File: src/rtl/jt7759_dfifo.sv
// rtl/jt7759_dfifo.sv - jt7759 sample-data FIFO feeder
// ROM prefetcher (master) or CPU-filled FIFO with DRQ pacing (slave) in front of the ADPCM sequencer.
module jt7759_dfifo #(
   parameter int DW       = 8,
   parameter int AW       = 17,
   parameter int DEPTH    = 4,
   parameter int DRQ_HOLD = 3,
   parameter int LW       = $clog2(DEPTH+1)
) (
   input  logic          clk,
   input  logic          rstn,
   input  logic          cen4,
   input  logic          mdn,
   input  logic          flush,
   input  logic          ctrl_cs,
   input  logic [AW-1:0] ctrl_addr,
   output logic [DW-1:0] ctrl_din,
   output logic          ctrl_ok,
   output logic          rom_cs,
   output logic [AW-1:0] rom_addr,
   input  logic [DW-1:0] rom_data,
   input  logic          rom_ok,
   input  logic          cs,
   input  logic          wrn,
   input  logic [DW-1:0] din,
   output logic          drqn,
   output logic [LW-1:0] level,
   output logic          ovf
);
   localparam int PW = $clog2(DEPTH);
   localparam int HW = (DRQ_HOLD > 0) ? $clog2(DRQ_HOLD+1) : 1;

   typedef enum logic [1:0] {ST_IDLE, ST_REQ, ST_GAP} st_t;

   st_t           st_q, st_d;
   logic [DW-1:0] mem [DEPTH];
   logic [PW-1:0] rd_q, rd_d, wr_q, wr_d;
   logic [LW-1:0] level_q, level_d;
   logic [AW-1:0] ha_q, ha_d, fa_q, fa_d, addr_q;
   logic [DW-1:0] head_q, head_d, push_data;
   logic [HW-1:0] hold_q, hold_d;
   logic          ovf_q, ovf_d, drqn_q, drqn_d, mdn_q, stb_q;
   logic          empty, full, achg, mode_chg, flush_int, seq, resync;
   logic          pop, push, m_push, s_push, stb, wr_edge;

   always_comb begin
      empty     = (level_q == '0);
      full      = (level_q == LW'(DEPTH));
      achg      = (ctrl_addr != addr_q);
      mode_chg  = (mdn != mdn_q);
      flush_int = flush | mode_chg;
      seq       = (ctrl_addr == ha_q + AW'(1));
      // Any address outside {ha, ha+1} means the sequencer jumped: restart fetching there
      resync    = mdn & (flush_int | (achg & ctrl_cs & (ctrl_addr != ha_q) & !seq));
      pop       = achg & ctrl_cs & !empty & (!mdn | seq) & !flush_int;
      stb       = cs & !wrn;
      wr_edge   = stb & !stb_q & !mdn;
      m_push    = mdn & (st_q == ST_REQ) & rom_ok & !resync;
      s_push    = wr_edge & !flush_int & !full;
      push      = m_push | s_push;
      push_data = mdn ? rom_data : din;
   end

   always_comb begin
      rd_d    = rd_q;
      wr_d    = wr_q;
      level_d = level_q;
      ha_d    = ha_q;
      fa_d    = fa_q;
      if (flush_int || resync) begin
         rd_d    = wr_q;
         level_d = '0;
      end else begin
         if (pop) begin
            rd_d = rd_q + PW'(1);
            ha_d = ha_q + AW'(1);
         end
         if (push) wr_d = wr_q + PW'(1);
         level_d = level_q + LW'(push) - LW'(pop);
      end
      if (resync) begin
         ha_d = ctrl_addr;
         fa_d = ctrl_addr;
      end else if (m_push) begin
         fa_d = fa_q + AW'(1);
      end
      // A push into an (about to be) empty FIFO bypasses the storage to the head
      head_d = (push && level_q == LW'(pop)) ? push_data : mem[rd_d];
   end

   always_comb begin
      ovf_d  = ovf_q;
      hold_d = hold_q;
      if (flush_int) begin
         ovf_d  = 1'b0;
         hold_d = '0;
      end else begin
         if (wr_edge && full) ovf_d = 1'b1;
         if (s_push) hold_d = HW'(DRQ_HOLD);
         else if (cen4 && hold_q != '0) hold_d = hold_q - HW'(1);
      end
      drqn_d = !(!mdn && ctrl_cs && !full && hold_q == '0 && !stb && !flush_int);
   end

   always_comb begin
      st_d = st_q;
      if (!mdn) begin
         st_d = ST_IDLE;
      end else if (resync) begin
         st_d = ST_GAP;
      end else begin
         case (st_q)
            ST_IDLE: if (ctrl_cs && !full) st_d = ST_REQ;
            ST_REQ:  if (rom_ok) st_d = ST_GAP;
            ST_GAP:  st_d = (ctrl_cs && !full) ? ST_REQ : ST_IDLE;
            default: st_d = ST_IDLE;
         endcase
      end
   end

   always_ff @(posedge clk) begin
      if (push) mem[wr_q] <= push_data;
   end

   always_ff @(posedge clk or negedge rstn) begin
      if (!rstn) begin
         st_q    <= ST_IDLE;
         rd_q    <= '0;
         wr_q    <= '0;
         level_q <= '0;
         ha_q    <= '0;
         fa_q    <= '0;
         addr_q  <= '0;
         head_q  <= '0;
         hold_q  <= '0;
         ovf_q   <= 1'b0;
         drqn_q  <= 1'b1;
         mdn_q   <= 1'b0;
         stb_q   <= 1'b0;
      end else begin
         st_q    <= st_d;
         rd_q    <= rd_d;
         wr_q    <= wr_d;
         level_q <= level_d;
         ha_q    <= ha_d;
         fa_q    <= fa_d;
         addr_q  <= ctrl_addr;
         head_q  <= head_d;
         hold_q  <= hold_d;
         ovf_q   <= ovf_d;
         drqn_q  <= drqn_d;
         mdn_q   <= mdn;
         stb_q   <= stb;
      end
   end

   assign ctrl_din = head_q;
   assign ctrl_ok  = !empty && !achg && (!mdn || ctrl_addr == ha_q);
   // The GAP state keeps rom_cs low one cycle so a late rom_ok never matches a new address
   assign rom_cs   = mdn && !mode_chg && (st_q == ST_REQ);
   assign rom_addr = fa_q;
   assign drqn     = drqn_q;
   assign level    = level_q;
   assign ovf      = ovf_q;
endmodule

File: config.mk
export PLATFORM = sky130hd
export DESIGN_NAME = jt7759_dfifo
export DESIGN_NICKNAME = d
export VERILOG_FILES = /design/src/rtl/jt7759_dfifo.sv
export SDC_FILE = /design/constraint.sdc
export NUM_CORES = 1
export LEC_CHECK = 0
export CORE_ASPECT_RATIO = 0.75
export CORE_UTILIZATION = 34
export DETAILED_ROUTE_END_ITERATION = 8
export GPL_TIMING_DRIVEN = 0
export PLACE_DENSITY = 0.63
export SETUP_SLACK_MARGIN = 0.05
export SLEW_MARGIN = 20
export SYNTH_ARGS = -nofsm -noshare
export SYNTH_HDL_FRONTEND = slang
export SYNTH_SLANG_ARGS = --single-unit
File: constraint.sdc
create_clock -name clk -period 12.9 [get_ports clk]
set_input_delay 3.87 -clock clk [delete_from_list [all_inputs] [get_ports clk]]
set_output_delay 3.87 -clock clk [all_outputs]
set_load 0.01 [all_outputs]
# After elaboration in Yosys (flattened, before gate mapping)
# Memories as Yosys holds them, arrays and structs flattened.
# Cells that the tools add are included.
# word_totals
register_bits	74
ramBits	32
out_inout_bits	32
word_cells	114
mem_count	1
# memory_table
name	depth	word_bits	read_ports	rd_ports_with_merged_regs	write_ports	line_no	text
mem	4	8	1	0	1	36	logic [DW-1:0] mem [DEPTH];
# classes
n_addsub	7
n_eq_ne	12
n_mux	23
n_bitwise	20
n_reduce_logical	38
# op_table
op	n
two-way mux 17 bit	5
adder 17 x 1 -> 17 bit, second input constant	2
equality test 17 bit	2
inequality test 17 bit	2
two-way mux 2 bit	9
two-way mux 8 bit	2
bitwise AND 1 bit	15
logical AND 1 bit	13
zero test 1 bit	12
inequality test 4 bit, second input constant	2
nonzero test 2 bit	4
one-hot mux 2 bit (3 select lines)	1
AND reduction 2 bit	3
two-way mux 1 bit	5
adder 2 x 1 -> 2 bit, second input constant	2
zero test 2 bit	2
bitwise OR 1 bit	4
adder 3 x 1 -> 3 bit	1
equality test 3 x 1 -> 1 bit	1
equality test 3 bit, second input constant	1
zero test 3 bit	1
two-way mux 3 bit	1
nonzero test 3 bit	1
subtractor 3 x 1 -> 3 bit	1
7 further kinds	8

# Depth between registers and ports, before layout
# Gate-level depths: netlist of the first run.
# logic_depth
depth_word	12
depth_mapped	19

# Worst setup path before layout of the first run
# Ideal clock, no wire load.
# synth_path
path_kind	input port to output port
start	input port ctrl_addr[15]
end	output port ctrl_ok
t_arrival_ns	4.700
t_required_ns	9.030
path_slack_ns	4.330
path_stages	5
path_buffers	0
cell_sequence	xnor2_1 nand4_1 nor3_1 nand3_1 a21oi_1
# synth_via
elab_chain_cells	4
word_cells_on_any_way	6
# synth_rtl
item	line_no	text
start, declared	16	input logic [AW-1:0] ctrl_addr,
inequality test 17 bit	49	achg = (ctrl_addr != addr_q);
zero test 1 bit	158	assign ctrl_ok = !empty && !achg && (!mdn || ctrl_addr == ha_q);
logical AND 1 bit	158	
logical AND 1 bit *	158	
end, declared	18	output logic ctrl_ok,
# Every way passes the cells marked *; elsewhere a longest branch is shown, timed or not.

# Worst setup path in the final report of the first run
# layout_path
start	input port mdn
end	output port ctrl_ok
# layout_via
elab_chain_cells	3
# layout_rtl
item	line_no	text
start, declared	13	input logic mdn,
zero test 1 bit	158	
logical OR 1 bit	158	
logical AND 1 bit	158	
# Every way passes these cells.

==> impl_summary.md, run 1 <==
Clocking
The total number of clock tree sinks is 106. The buffer depth of the longest clock path is 2. The count of cells resized by post-cts repair is 0.

Once the clock tree was built, the setup fixing pass inserted 0 buffers. The count of hold buffers inserted by post-cts repair is 0. The number of clock buffers added by TritonCTS is 9.

The clock-pin transition on the worst setup and hold timing paths is 0.07 ns. TritonCTS built the clock tree. Clock tree synthesis selected as its root buffer the cell sky130_fd_sc_hd__clkbuf_16. The number of H-tree branching levels is 3. The later pin in the worst-skew pair is clocked with a latency of 0.36 ns.

Routing
The DRC marker count from the first detailed-route iteration is 565. The detail-routed via count per cell is 5.46. The count of nets left with antenna violations once routing finished came out at 0. For this block, the via count after detailed routing is 4,688.

For this run, the detailed router's first-pass iteration total came to 7. The final wirelength is 17.2 mm. The number of remaining DRC errors is 5. Dividing the detail-routed wire length by the instance count gives 20.0 um.

Logic synthesis
The most instantiated flip-flop cell in the synthesis netlist is sky130_fd_sc_hd__dfrtp_1. The number of different library cells in the post-synthesis netlist is 65. The cell area after synthesis is 5770 um2. The warning count from the yosys run is 0.

The fraction of registers with async set/reset is 0.698. The average cell area after synthesis is 10.3 um2. In this run, synthesis inferred 32 flip-flops with an integrated enable.

The flop and latch count out of synthesis is 106. Synthesis produced a netlist whose cell count is 559. The number of nets handed over by synthesis was 612. The post-synthesis sequential area ratio is 0.488.

Outcome
The final reports fail on DRC. The run finished, with violations left.

STA
Setup repair after global routing left no endpoint under its margin. The final clock skew is 0.0113 ns. Dividing the final minimum period by the clock period gives 0.802.

The highest clock rate is 96.6 MHz. For the pin with the worst max-slew slack, the measured transition is 0.807 ns. Setup violations remaining at the end of the flow were counted as 0. The worst slew slack as a fraction of its limit is 0.462. The smallest clock period supported by the final layout is computed as 10.35 ns. The number of pins with negative max-slew slack in the final report came to 0. The final hold violation count was 0. The post-route setup TNS is 0 ns.

Floorplan
The core area is 16,300 um2. From left edge to right edge, the die measures 152 um. The full die area is 17,500 um2. The floorplan has 40 rows. For this configuration, the core starts out at a cell density of 0.354. The y dimension of the die is 115 um.

74 I/O pins were placed.

Worst setup path
The most critical setup path has its endpoint at ctrl_ok. The largest fanout on the critical path is 10. The cell with the biggest individual delay on the critical path is sky130_fd_sc_hd__clkdlybuf4s50_1. The setup path with the least slack is of type input pin to primary output. The endpoint identified for the worst register-to-register timing path is level[2]. The kind of cell with the highest combined delay on the critical path is buffers and inverters. The beginning of the worst register-to-register path is ha_q[0]. Walking the worst path, the cells encountered are clkdlybuf4s50_1 > clkbuf_1 > clkbuf_1 > a21oi_1 > clkdlybuf4s50_1. The largest single stage delay on the critical path is 0.72 ns. Counting buffers and inverters, the worst setup path is 5 cells deep.

The critical path data required time is 9.03 ns. Tracing the worst setup path back leads to its startpoint at mdn. The sort of element at the start of the critical path is an input pin. The internal reg-to-reg setup slack is 7.60 ns. At the worst endpoint, the arrival time is 6.48 ns. Counting cells, the worst reg-to-reg path comes to 18. The kind of end point of the critical path is a primary output. Counting both buffers and inverters, the worst setup path holds a total of 4.

Run
The number of max-capacitance violations reported is 0.

Global routing
The initial antenna violation count is 0. Entering global routing, the biggest net connects 39 pins. In the global route stage, overall resource usage came out at 0.205. The leftover overflow at the end of global routing is 0. The via count of the first global-routing pass is 4,592. The first global-routing pass estimated 26.8 mm of wire.

Final layout
The sequential cells in the finished layout cover a total of 2810 um2. The footprint of the multi-input gates is 2720 um2. The final layout contains 697 nets. The number of fillers in the final layout is 1,559. The area growth from synthesis to layout is 22.7%. The commonest non-fill, non-tap cell in the layout is sky130_fd_sc_hd__dfrtp_1. The number of antenna diodes in the final layout is 0. Of the cells placed in the final design, the portion with a size suffix greater than 1 is 0.108. In the layout the commonest cells are 73 x sky130_fd_sc_hd__dfrtp_1, 72 x sky130_fd_sc_hd__clkdlybuf4s50_1, 56 x sky130_fd_sc_hd__nand2_1, 47 x sky130_fd_sc_hd__o21ai_0, 40 x sky130_fd_sc_hd__xnor2_1.

Power
The worst voltage drop across the vdd grid is 0.0690 mV. Power spread over the standard cell area amounts to 135 nW/um2. The total power is 0.000956 W. In this run the static leakage power is 2.65 nW.

Placed design
The placer's final routability congestion estimate is 0.926. The wire-length estimate of the detail-placed layout is 12.9 mm. Port buffering added 73 buffers.

Min path
The type of the tightest min-delay check is flop to flop.
Yosys cell counts, drive strengths merged, types with 11 or more instances:
master / count / area (um2)
xnor2: 40 / 350
and2: 11 / 68.8
nor2: 29 / 109
nand4: 18 / 134
nand3: 22 / 110
o21ai: 47 / 235
buf: 13 / 72.6
nand2: 56 / 210
dfrtp: 73 / 1830
edfxtp: 32 / 961
clkbuf: 14 / 53.8
o32ai: 16 / 140
mux2: 24 / 270
a21oi: 13 / 68.8
inv: 30 / 113
o311ai: 11 / 96.3
xor2: 20 / 175
metal layers:
metal | vias up | wire length, um | global-route usage
met3 | 12 | 1250 | 0.0547
met2 | 164 | 7190 | 0.291
met5 | - | 0 | 0
li1 | 2194 | - | -
met4 | 0 | 195 | 0.0512
met1 | 2318 | 8560 | 0.307
worst min-delay path, delay by kind of cell, from the launching register on:
kind | cells | cell delay (ns)
flops | 1 | 0.37
simple gates | 1 | 0.08
compound gates | 1 | 0.05
cell type report:
class / count / share of cell area
Sequential cell: 106 / 0.397
Multi-Input combinational cell: 395 / 0.383
Timing Repair Buffer: 74 / 0.106
Clock buffer: 13 / 0.0397
Tap cell: 210 / 0.0371
Buffer: 27 / 0.0178
Inverter: 31 / 0.0164
Clock inverter: 3 / 0.00265
kinds of logic (layout without fill, tap and decap cells):
logic type	count (synthesis)	in the layout	synth area share
and+or+nand+nor	189	189	0.176
AOI/OAI and AO/OA	110	110	0.129
DFF	106	106	0.488
xor gates and xnor gates	60	60	0.0910
buffers and inverters	58	148	0.0421
muxes	25	25	0.0486
adders and majority gates	11	11	0.0251
registers in the layout (all words and copies together), names as in the netlist:
| register | cells |
|---|---|
| mem | 32 |
| addr_q | 17 |
| ha_q | 17 |
| rom_addr | 17 |
| ctrl_din | 8 |
| level | 3 |
| hold_q | 2 |
| rd_q | 2 |
| st_q | 2 |
| wr_q | 2 |
| drqn | 1 |
| mdn_q | 1 |
| ovf | 1 |
| stb_q | 1 |
how the worst min path moves through the flow:
stage          slack (ns)            to    startpoint  depth (start not counted)
2_1_floorplan        0.53           ovf           ovf                          2
3_3_place_gp         0.50           ovf           ovf                          2
3_5_place_dp         0.52           ovf           ovf                          2
4_1_cts              0.54           ovf           ovf                          2
5_1_grt              0.59  rom_addr[16]  rom_addr[16]                          1
6_report             0.54           ovf           ovf                          2
report_power, final:
part	leakage, nW	total (W)	switching (W)	internal, W
Sequential	1.19	0.000413	0.0000296	0.000383
Combinational	1.32	0.000262	0.000137	0.000126
Clock	0.147	0.000281	0.000128	0.000153
per-stage QoR:
step | area, um2 | hold slack [ns] | setup slack [ns] | instances | util
5_1_grt | 7080 | 0.592 | 2.44 | 859 | 0.434
2_1_floorplan | 5770 | 0.529 | 4.33 | 559 | -
4_1_cts | 7080 | 0.540 | 2.60 | 859 | 0.434
6_report | 7080 | 0.537 | 2.55 | 859 | 0.434
3_3_place_gp | 6770 | 0.496 | 2.65 | 842 | 0.415
3_5_place_dp | 6780 | 0.523 | 2.60 | 843 | 0.416
(Power assumes the default switching activity.)
==> inputs of run 2 (changes only) <==
Settings changed: PLACE_DENSITY 0.63 to 0.65.
Clock period 12.9 ns to 9.13 ns, I/O delays scaled along.
==> run 2 against run 1 <==
Compared with the run above:
- power rose by 40%
- design area fell by 0.16%
- the flow still finishes with violations (DRC)
- worst hold slack got worse by 0.023 ns
- global-route usage fell by 0.52 points
- first-iteration DRC count fell by 15%
- core utilization fell by 0.069 points
- combinational power rose by 41%
- critical path type unchanged
- via count rose by 0.28%
- sequential share of layout area rose by 0.063 points
- die area did not move
==> impl_summary.md, run 2 (synthesized netlist as in run 1, its figures left out) <==
Outcome
The flow ran to the end, but the final reports show violations. The final reports fail on DRC.

Min path
The path class of the tightest hold or removal check is flop to flop.

Power
Dividing total power by cell area gives a power density of 190 nW/um2. The worst-case IR drop observed on VDD is 0.0871 mV. The total power is 0.00134 W. In this run the static leakage power is 2.64 nW.

Worst setup path
The critical path class is input pin to primary output. The peak per-stage delay on the critical path is 0.71 ns. Across all register-to-register paths, the minimum setup slack is 3.94 ns.

On the critical path the largest part of the delay comes from buffers and inverters. For the worst setup path, the data required time is 6.39 ns. The slowest stage of the critical path belongs to the cell sky130_fd_sc_hd__clkdlybuf4s50_1. The signal arrival time at the worst endpoint is 5.32 ns. STA classifies the critical path startpoint as an input pin. The worst setup path is captured at a primary output.

The combined buffer and inverter count along the critical path is 4. The largest fanout on the critical path is 10. Walking the worst path, the cells encountered are clkdlybuf4s50_1 > clkbuf_1 > clkbuf_1 > a21oi_1 > clkdlybuf4s50_1.

Global routing
The pin count of the biggest net entering global routing is 46. The first global-routing pass estimated 26.3 mm of wire. The initial antenna violation count came to 0. The via count of the first global-routing pass came to 4,620. The overall global routing resource usage is 0.200.

Global routing finished with a remaining overflow of 0.

Run
The tool flagged a number of max-cap violations equal to 0.

Routing
The wire length on met1 is 8.31 mm. The detail-routed via count per cell is 5.47. After detailed routing, the met3 layer carries 1.46 mm of wire. After detailed routing, the average wire length per cell comes to 19.7 um. In this run the remaining antenna-violating nets after routing total 0. The final wirelength is 16.9 mm. Signal routing reaches up to met4. The DRC marker count from the first detailed-route iteration is 479. The number of remaining DRC errors is 4. The total length of routed met2 wires is 6.93 mm.

The total vias in the final route is 4,701. The detailed-router iteration count before antenna repair is 9.

Final layout
The number of fillers in the final layout is 1,531. The top cell types in the final layout, fill and taps aside, are 73 x sky130_fd_sc_hd__dfrtp_1, 72 x sky130_fd_sc_hd__clkdlybuf4s50_1, 56 x sky130_fd_sc_hd__nand2_1, 47 x sky130_fd_sc_hd__o21ai_0, 40 x sky130_fd_sc_hd__xnor2_1. The commonest non-fill, non-tap cell in the layout is sky130_fd_sc_hd__dfrtp_1.

Of the cells placed in the final design, the portion with a size suffix greater than 1 is 0.106. The footprint of the multi-input gates is 2720 um2. The flip-flop count of the largest register after layout is 32. The final antenna diode count is 0. Summing all flip-flop and latch instances after layout gives 2810 um2. More flip-flops sit in one register than any other, and that register is mem. At the end of the flow, the number of nets in the layout was 697.

The area added between synthesis and finish is 22.5%.

STA
The pin slew with the least headroom to its limit is 0.726 ns. The final clock skew is 0.0126 ns. The number of pins with negative max-slew slack in the final report was 0. Setup violations remaining at the end of the flow were counted as 0. Subtracting the final worst setup slack from the clock period gives 8.06 ns.

The final hold violation count is 0. The highest clock rate is 124 MHz. Dividing the final minimum period by the clock period gives 0.883. In the final timing run, aggregate negative setup slack is 0 ns.

The worst pin sits at a relative slew slack of 0.516. Setup repair after global routing left no endpoint under its margin.

Floorplan
The placement row count is 40. 74 I/O pins were placed. The floorplan step set the die width to 152 um.

The total area inside the core boundary comes to 16,300 um2. For this configuration, the core starts out at a cell density of 0.354. The y dimension of the die is 115 um. The die covers 17,500 um2.

Clocking
The latest clock arrival within the worst-skew pair is 0.36 ns. The total number of clock tree sinks is 106. The number of H-tree branching levels is 3. The post-CTS setup buffer count is 0. Post-CTS repair changed the size of 0 cells. After clock tree synthesis, the clock-pin slew on the worst setup and hold paths is 0.06 ns. The longest clock path from root to sink contains 2 buffers. The count of hold buffers inserted by post-cts repair is 0. TritonCTS built the clock tree.

The cell sitting at the root of the clock tree is a sky130_fd_sc_hd__clkbuf_16. The number of clock buffers added by TritonCTS is 9.

Placed design
The placer's final routability congestion estimate is 0.885. The HPWL after detailed placement is 12.8 mm. The number of input and output port buffers inserted is 73.
==> run 2: final timing paths <==
check	startpoint	endpoint	cells after the start
setup / recovery	mdn	ctrl_ok	5
hold / removal	ovf	ovf	2
setup reg to reg	ha_q[0]	level[2]	18
hold reg to reg	ovf	ovf	2
max in group asynchronous	rstn	drqn	2
min in group asynchronous	rstn	addr_q[6]	1
==> run 2: where the power goes <==
| group | internal [W] | switching, W |
|---|---|---|
| combinational | 0.000177 | 0.000193 |
| sequential | 0.000542 | 0.0000413 |
| clock | 0.000213 | 0.000177 |
==> run 2: worst register-to-register path: stages (launching register included) <==
cell	delay, ns
sky130_fd_sc_hd__dfrtp_1	0.48
sky130_fd_sc_hd__ha_1	0.30
sky130_fd_sc_hd__nand3_1	0.27
sky130_fd_sc_hd__nor4_1	0.47
sky130_fd_sc_hd__xor2_1	0.17
sky130_fd_sc_hd__or4_1	0.59
sky130_fd_sc_hd__or3_4	0.39
sky130_fd_sc_hd__a21oi_2	0.42
sky130_fd_sc_hd__nand2_1	0.31
sky130_fd_sc_hd__nand2_1	0.32
sky130_fd_sc_hd__inv_1	0.08
sky130_fd_sc_hd__ha_1	0.27
sky130_fd_sc_hd__inv_1	0.05
sky130_fd_sc_hd__ha_1	0.12
sky130_fd_sc_hd__inv_1	0.04
sky130_fd_sc_hd__fa_1	0.37
sky130_fd_sc_hd__xnor2_1	0.15
sky130_fd_sc_hd__xnor2_1	0.13
sky130_fd_sc_hd__and2_1	0.16
==> run 2: layout make-up <==
class                      instances  share of cell area
sequential                       106               0.398
multi-input combinational        395               0.384
timing repair buffer              74               0.106
tap                              210              0.0372
clock buffer                      11              0.0329
buffer                            27              0.0179
inverter                          31              0.0165
clock inverter                     5             0.00796
==> run 2: metal layers <==
layer | track usage | up-vias
li1 | - | 2192
met1 | 0.293 | 2278
met2 | 0.287 | 214
met3 | 0.0569 | 17
met4 | 0.0532 | 0
met5 | 0 | -
==> run 2: stage by stage <==
| step | worst slack, ns | hold slack, ns | instance area, um2 | instances | utilization |
|---|---|---|---|---|---|
| 6_report | 1.07 | 0.514 | 7070 | 859 | 0.433 |
| 5_1_grt | 1.03 | 0.555 | 7070 | 859 | 0.433 |
| 4_1_cts | 1.12 | 0.514 | 7070 | 859 | 0.433 |
| 3_5_place_dp | 1.12 | 0.500 | 6780 | 843 | 0.416 |
| 3_3_place_gp | 1.21 | 0.501 | 6770 | 842 | 0.415 |
| 2_1_floorplan | 2.82 | 0.529 | 5770 | 559 | - |
==> inputs of run 3 (changes only) <==
Settings changed: TNS_END_PERCENT set to 100.
==> results of run 3 <==
No change in the layout: final DEF, timing and power equal those of run 2.
